[src/rtl/busca_instrucao_pkg.sv]
// busca_pkg: shared types and widths for the fetch stage.
// Fetch-state encoding and the PC increment helper.
package busca_pkg;

  localparam int LARGURA_END   = 8;
  localparam int LARGURA_INSTR = 32;
  localparam int LARGURA_CONT  = 16;

  typedef enum logic [1:0] {
    INICIO,
    BUSCA,
    ESPERA,
    SEGURA
  } estado_t;

  function automatic logic [LARGURA_END-1:0] pc_mais_um(
    input logic [LARGURA_END-1:0] pc
  );
    return pc + LARGURA_END'(1);
  endfunction

endpackage

[src/rtl/busca_instrucao_if.sv]
// busca_instrucao_if: memory read port and decoder handshake.
// master = fetch stage, slave = memory/decoder side.
interface busca_instrucao_if;
  import busca_pkg::*;

  logic                     mem_leitura;
  logic [LARGURA_END-1:0]   mem_endereco;
  logic [LARGURA_INSTR-1:0] mem_dado;
  logic [LARGURA_INSTR-1:0] instrucao;
  logic [LARGURA_END-1:0]   pc_instrucao;
  logic                     instrucao_valida;
  logic                     decod_pronto;

  modport master (
    output mem_leitura,
    output mem_endereco,
    input  mem_dado,
    output instrucao,
    output pc_instrucao,
    output instrucao_valida,
    input  decod_pronto
  );

  modport slave (
    input  mem_leitura,
    input  mem_endereco,
    output mem_dado,
    input  instrucao,
    input  pc_instrucao,
    input  instrucao_valida,
    output decod_pronto
  );

endinterface

[src/rtl/busca_instrucao_contador.sv]
// contador_saturante: 16-bit event counter that sticks at all-ones.
// Used by the optional fetch performance counters.
module contador_saturante
  import busca_pkg::*;
(
  input  logic                    i_clk,
  input  logic                    i_rst_n,
  input  logic                    i_en,
  output logic [LARGURA_CONT-1:0] o_valor
);

  // count enabled cycles, hold once saturated
  always_ff @(posedge i_clk or negedge i_rst_n) begin
    if (!i_rst_n) begin
      o_valor <= '0;
    end else if (i_en && (o_valor != '1)) begin
      o_valor <= o_valor + LARGURA_CONT'(1);
    end
  end

endmodule

[src/rtl/busca_instrucao.sv]
// busca_instrucao: instruction fetch stage with branch redirect.
// Optional BUSCA_PERF_EN adds transfer/bubble counters.
module busca_instrucao
  import busca_pkg::*;
#(
  parameter logic [LARGURA_END-1:0] VETOR_RESET = '0
) (
  input  logic                    clock,
  input  logic                    reset_n,
  input  logic [LARGURA_END-1:0]  valorPC,
  output logic                    EscrevePC,
  output logic [LARGURA_END-1:0]  valorEntradaPC,
  input  logic                    desvio,
  input  logic [LARGURA_END-1:0]  alvo_desvio,
`ifdef BUSCA_PERF_EN
  output logic [LARGURA_CONT-1:0] cont_instrucoes,
  output logic [LARGURA_CONT-1:0] cont_bolhas,
`endif
  busca_instrucao_if.master       bus
);

  estado_t r_estado;
  estado_t w_prox;

  logic                     w_transf;
  logic [LARGURA_END-1:0]   w_pc_prox;

  logic                     r_mem_leitura;
  logic [LARGURA_END-1:0]   r_mem_endereco;
  logic [LARGURA_INSTR-1:0] r_instrucao;
  logic [LARGURA_END-1:0]   r_pc_instrucao;
  logic                     r_valida;

  assign w_transf = r_valida && bus.decod_pronto;

  // next state and PC write port; redirect overrides all but INICIO
  always_comb begin
    w_prox         = r_estado;
    EscrevePC      = 1'b0;
    valorEntradaPC = VETOR_RESET;
    unique case (r_estado)
      INICIO: begin
        EscrevePC = 1'b1;
        w_prox    = BUSCA;
      end
      BUSCA: begin
        w_prox = ESPERA;
      end
      ESPERA: begin
        EscrevePC      = 1'b1;
        valorEntradaPC = pc_mais_um(valorPC);
        w_prox         = SEGURA;
      end
      SEGURA: begin
        if (w_transf) w_prox = BUSCA;
      end
      default: w_prox = INICIO;
    endcase
    if (desvio && (r_estado != INICIO)) begin
      EscrevePC      = 1'b1;
      valorEntradaPC = alvo_desvio;
      w_prox         = BUSCA;
    end
  end

  // address of the next read: the value PC will hold after this edge
  assign w_pc_prox = EscrevePC ? valorEntradaPC : valorPC;

  // state register
  always_ff @(posedge clock or negedge reset_n) begin
    if (!reset_n) r_estado <= INICIO;
    else          r_estado <= w_prox;
  end

  // registered memory strobe, held word and handshake valid
  always_ff @(posedge clock or negedge reset_n) begin
    if (!reset_n) begin
      r_mem_leitura  <= 1'b0;
      r_mem_endereco <= '0;
      r_instrucao    <= '0;
      r_pc_instrucao <= '0;
      r_valida       <= 1'b0;
    end else begin
      r_mem_leitura <= (w_prox == BUSCA);
      if (w_prox == BUSCA) r_mem_endereco <= w_pc_prox;
      if ((r_estado == ESPERA) && !desvio) begin
        r_instrucao    <= bus.mem_dado;
        r_pc_instrucao <= r_mem_endereco;
      end
      r_valida <= (w_prox == SEGURA);
    end
  end

  assign bus.mem_leitura      = r_mem_leitura;
  assign bus.mem_endereco     = r_mem_endereco;
  assign bus.instrucao        = r_instrucao;
  assign bus.pc_instrucao     = r_pc_instrucao;
  assign bus.instrucao_valida = r_valida;

`ifdef BUSCA_PERF_EN
  logic w_bolha;

  assign w_bolha = r_valida && !bus.decod_pronto;

  contador_saturante u_cont_instr (
    .i_clk   (clock),
    .i_rst_n (reset_n),
    .i_en    (w_transf),
    .o_valor (cont_instrucoes)
  );

  contador_saturante u_cont_bolhas (
    .i_clk   (clock),
    .i_rst_n (reset_n),
    .i_en    (w_bolha),
    .o_valor (cont_bolhas)
  );
`endif

endmodule

[src/flat_wrapper.sv]
// flat-port wrapper written by rule: the top's interface ports become plain ports
module busca_instrucao_flat import busca_pkg::*;
#(
  parameter logic [LARGURA_END-1:0] VETOR_RESET = '0
)
  (clock, reset_n, valorPC, EscrevePC, valorEntradaPC, desvio, alvo_desvio, bus_mem_leitura, bus_mem_endereco, bus_mem_dado, bus_instrucao, bus_pc_instrucao, bus_instrucao_valida, bus_decod_pronto);
  busca_instrucao_if bus_i ();
  input  logic clock;
  input  logic reset_n;
  input  logic [LARGURA_END-1:0] valorPC;
  output logic EscrevePC;
  output logic [LARGURA_END-1:0] valorEntradaPC;
  input  logic desvio;
  input  logic [LARGURA_END-1:0] alvo_desvio;
  output wire logic [$bits(bus_i.mem_leitura)-1:0] bus_mem_leitura;
  output wire logic [$bits(bus_i.mem_endereco)-1:0] bus_mem_endereco;
  input wire logic [$bits(bus_i.mem_dado)-1:0] bus_mem_dado;
  output wire logic [$bits(bus_i.instrucao)-1:0] bus_instrucao;
  output wire logic [$bits(bus_i.pc_instrucao)-1:0] bus_pc_instrucao;
  output wire logic [$bits(bus_i.instrucao_valida)-1:0] bus_instrucao_valida;
  input wire logic [$bits(bus_i.decod_pronto)-1:0] bus_decod_pronto;
  assign bus_mem_leitura = bus_i.mem_leitura;
  assign bus_mem_endereco = bus_i.mem_endereco;
  assign bus_i.mem_dado = bus_mem_dado;
  assign bus_instrucao = bus_i.instrucao;
  assign bus_pc_instrucao = bus_i.pc_instrucao;
  assign bus_instrucao_valida = bus_i.instrucao_valida;
  assign bus_i.decod_pronto = bus_decod_pronto;
  busca_instrucao #(.VETOR_RESET(VETOR_RESET)) u_core (.clock(clock), .reset_n(reset_n), .valorPC(valorPC), .EscrevePC(EscrevePC), .valorEntradaPC(valorEntradaPC), .desvio(desvio), .alvo_desvio(alvo_desvio), .bus(bus_i));
endmodule
[config.mk]
export PLATFORM = sky130hd
export DESIGN_NAME = busca_instrucao_flat
export DESIGN_NICKNAME = d
export VERILOG_FILES = /design/src/rtl/busca_instrucao_pkg.sv /design/src/rtl/busca_instrucao_if.sv /design/src/rtl/busca_instrucao_contador.sv /design/src/rtl/busca_instrucao.sv /design/src/flat_wrapper.sv
export SDC_FILE = /design/constraint.sdc
export NUM_CORES = 1
export LEC_CHECK = 0
export ABC_AREA = 1
export CORE_MARGIN = 1
export CORE_UTILIZATION = 37
export CTS_CLUSTER_DIAMETER = 50
export CTS_CLUSTER_SIZE = 8
export DETAILED_ROUTE_END_ITERATION = 8
export GPL_ROUTABILITY_DRIVEN = 0
export GPL_TIMING_DRIVEN = 0
export PLACE_DENSITY = 0.74
export REMOVE_ABC_BUFFERS = 1
export SYNTH_ARGS = -nofsm -noshare
export SYNTH_HDL_FRONTEND = slang
export SYNTH_SLANG_ARGS = --single-unit
export TNS_END_PERCENT = 10
[constraint.sdc]
create_clock -name clock -period 1.3 [get_ports clock]
set_input_delay 0.26 -clock clock [delete_from_list [all_inputs] [get_ports clock]]
set_output_delay 0.26 -clock clock [all_outputs]
set_load 0.05 [all_outputs]
==> results.md <==
| Parameter | Reported | Unit |
| --- | --- | --- |
| Number of filler cells placed in the layout | 528 | - |
| Post-synthesis adder-cell area fraction | 0.545 | % |
| Die Height | 80.8 | um |
| Global-route wire length before repair | 10.3 | mm |
| Multi-input combinational cell area | 993 | um2 |
| Die Width | 80.8 | um |
| Maximum root-to-sink buffer count | 2 | - |
| Compound-Gate Fraction of Synth Area | 4.90 | % |
| Final standard cell utilization of the core | 62.1 | % |
| Min setup slack post-route | -0.420 | ns |
| Number of core rows | 28 | - |
| Violations in the final reports | negative setup slack | - |
| Die area | 6530 | um2 |
| Worst hold margin | 0.390 | ns |
| Xor/xnor cell area share of the yosys netlist | 0 | % |
| Power after layout | 7.51 | mW |
| Total placed cells including tap cells | 459 | - |
| Class of the tightest hold or removal check | input pin to async pin | - |
| Family of cells with the greatest summed delay on the critical path | flip-flops | - |
| Antenna cells | 0 | - |
| Clock buffers created by TritonCTS | 5 | - |
| Combined global-route utilization of all metal layers | 21.0 | % |
| Count of synthesis-stage warnings from yosys | 0 | - |
| Maximum number of pins on one net before global-route repair | 41 | - |
| Antenna violations before repair | 0 | - |
| Net switching component of the power | 3.76 | mW |
| Outcome | complete, but fails checks | - |
| Transition at the pin with the smallest max-transition slack | 0.337 | ns |
| Area of the core | 5960 | um2 |
| Critical Path Max Stage Delay | 0.44 | ns |
| Number of nets still failing antenna checks after routing | 0 | - |
| Multiplexer area fraction after synthesis | 0 | % |
| Post-synthesis sequential area ratio | 56.6 | % |
| Starting utilization of the core area | 38.6 | % |
| Pint | 3.75 | mW |
| Remaining design rule violation count | 0 | - |
| Crit. End Element | primary output | - |
| Minimum clock period | 1.72 | ns |
| P&R area growth vs syn | 60.9 | % |
| Max Fclk | 581 | MHz |
| Unique masters post-synth | 20 | - |
| Post-Syn Instances | 282 | - |
| CTS tree | done | - |
| Number of failing hold endpoints at the final stage | 0 | - |
| Proportion of power drawn by the clock network | 14.4 | % |
| Number of buffer cells added on primary ports | 110 | - |
| Combinational Power Share | 52.8 | % |
| Avg Cell Area, Syn | 8.15 | um2 |
| Static leakage | 1.95 | nW |
| First-pass DRT Iterations | 4 | - |
| Overflow after GRT | 0 | - |
| Post-synthesis sequential element count | 52 | - |
| Final max-slew violation count | 0 | - |
| Crit-path cells | inv_2 -> nand2_4 -> nand2_4 -> inv_6 -> a22oi_2 -> inv_1 -> buf_6 | - |
| Initial DRC Count | 89 | - |
| Vias | 2,275 | - |
| Dominant combinational cell family by area after synthesis | simple AND/OR/NAND/NOR gates | - |
| Simple logic cell fraction of the synthesized area | 31.6 | % |
| Critical path class | flip-flop to primary output | - |
| Setup violators final | 45 | - |
| Setup repair after global routing missed its margin | true | - |
| I/O pins | 111 | - |
| Worst voltage drop across the vdd grid | 1170 | uV |
| Worst-path cell with the longest stage delay | dfrtp_2 | - |
| Arrival time worst endpoint | 1.46 | ns |
| Number of global-route vias before repair | 2,117 | - |
| Number of levels the H-tree was split into | 2 | - |
| Worst path required time | 1.04 | ns |
| Wire length reported by the detailed router | 6.88 | mm |
| Sw Ratio | 50.1 | % |
| Register Area | 1300 | um2 |
| # clock sinks | 52 | - |
| Clk_lat worst skew | 0.30 | ns |
| Worst Path Buf+Inv | 4 | - |
| Highest fanout seen on the critical path | 8 | - |
| Post-DP HPWL | 3.94 | mm |
| Cell area reported after detailed placement | 3440 | um2 |
| Per-cell routed wire length | 14.1 | um |
| Final cycle utilization of the critical path | 132 | % |
| Layout net count | 466 | - |
| Number of vias per cell | 4.65 | - |
| Power density over cell area | 2030 | nW/um2 |
| Clock transition at the register clock pins on the worst setup and hold paths after CTS | 0.09 | ns |
| Final Instance Area | 3700 | um2 |
| Register share of total power | 32.8 | % |
| Max-cap viol count | 0 | - |
| Element type at the critical path start | flip-flop | - |
| Share of post-route cells with drive strength above 1 | 31.4 | % |
| Cell repeated most along the worst path | nand2_4 | - |
| Relative slew slack | 77.5 | % |
| Post-Synthesis Cell Area | 2300 | um2 |
| Clock Skews | 0.00262 | ns |
| Buffer cell driving the clock tree root | clkbuf_8 | - |
| Layout Cells excl Fill | 489 | - |
-- cell type report --
cell class,instances,share of cell area [%]
multi-input cells,203,26.9
well taps,75,2.54
clock buffers,6,1.96
clock inverters,2,0.948
inverters,20,2.51
repair inverters,2,0.542
repair buffers,129,29.4
flip-flops and latches,52,35.2
-- flip-flops by register name (all words and copies together) (netlist names) --
signal	count
u_core.bus.instrucao	32
u_core.bus.mem_endereco	8
u_core.bus.pc_instrucao	8
u_core.r_estado	2
u_core.bus.instrucao_valida	1
u_core.bus.mem_leitura	1
-- cell usage in the layout, fill, tap and decap left out, types with 2 or more instances in the layout --
master           synthesis  layout
clkdlybuf4s50_1          0      43
nand2_4                  0       5
o21ai_4                  0       2
nand3_1                  9       5
a21oi_2                  2       2
nand2_1                150     141
nand2_2                  4       8
o21ai_0                 10       8
inv_6                    0       2
dfrtp_1                 52      51
clkdlybuf4s15_2          0       7
nor2_2                   0       4
inv_1                   15      12
a21oi_1                  3       3
buf_4                    0      14
buf_8                    0       5
inv_2                    4       6
nor2_1                  16      11
nand3_4                  1       3
buf_6                    4       6
nand3_2                  1       5
buf_2                    2      44
clkbuf_8                 0       5
dlygate4sd2_1            0       5
buf_12                   0       2
-- cells in the mapped netlist (all sizes together) --
| library cell | number | area share [%] |
|---|---|---|
| buf | 6 | 2.4 |
| clkbuf | 3 | 0.49 |
| a21oi | 5 | 1.4 |
| nand4 | 1 | 0.27 |
| a22oi | 1 | 0.54 |
| nand2 | 154 | 26 |
| ha | 1 | 0.54 |
| nand3 | 11 | 3.2 |
| nor2 | 16 | 2.6 |
| o21ai | 12 | 2.9 |
| inv | 20 | 3.4 |
| dfrtp | 52 | 57 |
-- power groups by stage --
| stage | clock (mW) | sequential, mW | combinational, mW |
|---|---|---|---|
| finish | 1.08 | 2.46 | 3.96 |
| global route | 1.19 | 2.53 | 4.17 |
| CTS | 1.11 | 2.48 | 4.18 |
| detailed placement | 0 | 2.52 | 4.25 |
| global placement | 0 | 2.49 | 4.21 |
| floorplan | 0 | 4.49 | 0.704 |
-- metrics by stage --
step	setup WS (ns)	TNS, ns
floorplan	-0.669	-8.33
global placement	-1.94	-142.73
detailed placement	-1.94	-60.86
CTS	-0.419	-5.27
global route	-0.494	-8.43
finish	-0.420	-5.46
-- cells by family (layout without fill, tap and decap cells) --
logic type | count (synthesis) | after routing
simple gates | 182 | 184
fa+ha+maj | 1 | 1
flops | 52 | 52
buf+inv | 29 | 159
compound gates | 18 | 18
-- worst register-to-register path: stages, from the launching register on --
cell and delay, ns:
dfrtp_1 0.41, inv_2 0.12, nand3_4 0.15, buf_4 0.20, buf_4 0.16, buf_6 0.15
nand2_1 0.05, o21ai_0 0.08
-- per-layer routing --
metal,GRT usage [%],vias up,wire [um]
met4,4.64,0,58
met2,37.7,84,3490
li1,-,1131,-
met1,25.9,1052,2900
met3,4.27,8,432
met5,0,-,0
-- path summary, 6_finish.rpt --
path | start | to | slack [ns] | cells after the start
setup / recovery | u_core.r_estado[1] | valorEntradaPC[2] | -0.42 | 7
hold / removal | reset_n | u_core.bus.instrucao[18] | 0.39 | 2
setup reg to reg | u_core.r_estado[0] | u_core.bus.pc_instrucao[1] | -0.12 | 7
hold reg to reg | u_core.bus.instrucao[28] | u_core.bus.instrucao[28] | 0.48 | 2
max in group asynchronous | reset_n | u_core.r_estado[1] | 0.39 | 3
min in group clock | valorPC[0] | u_core.bus.mem_endereco[0] | 0.39 | 4
-- repair_timing --
item / 4_1_cts / 5_1_grt
resized for setup: 271 / 87
pin swaps: 8 / 11
cloned: 4 / 0
setup endpoints to repair: 107 / 86
buffers inserted: 14 / 3
endpoints found under the hold margin: 12 / 0
hold buffers: 1 / 0
(Power assumes the default switching activity.)
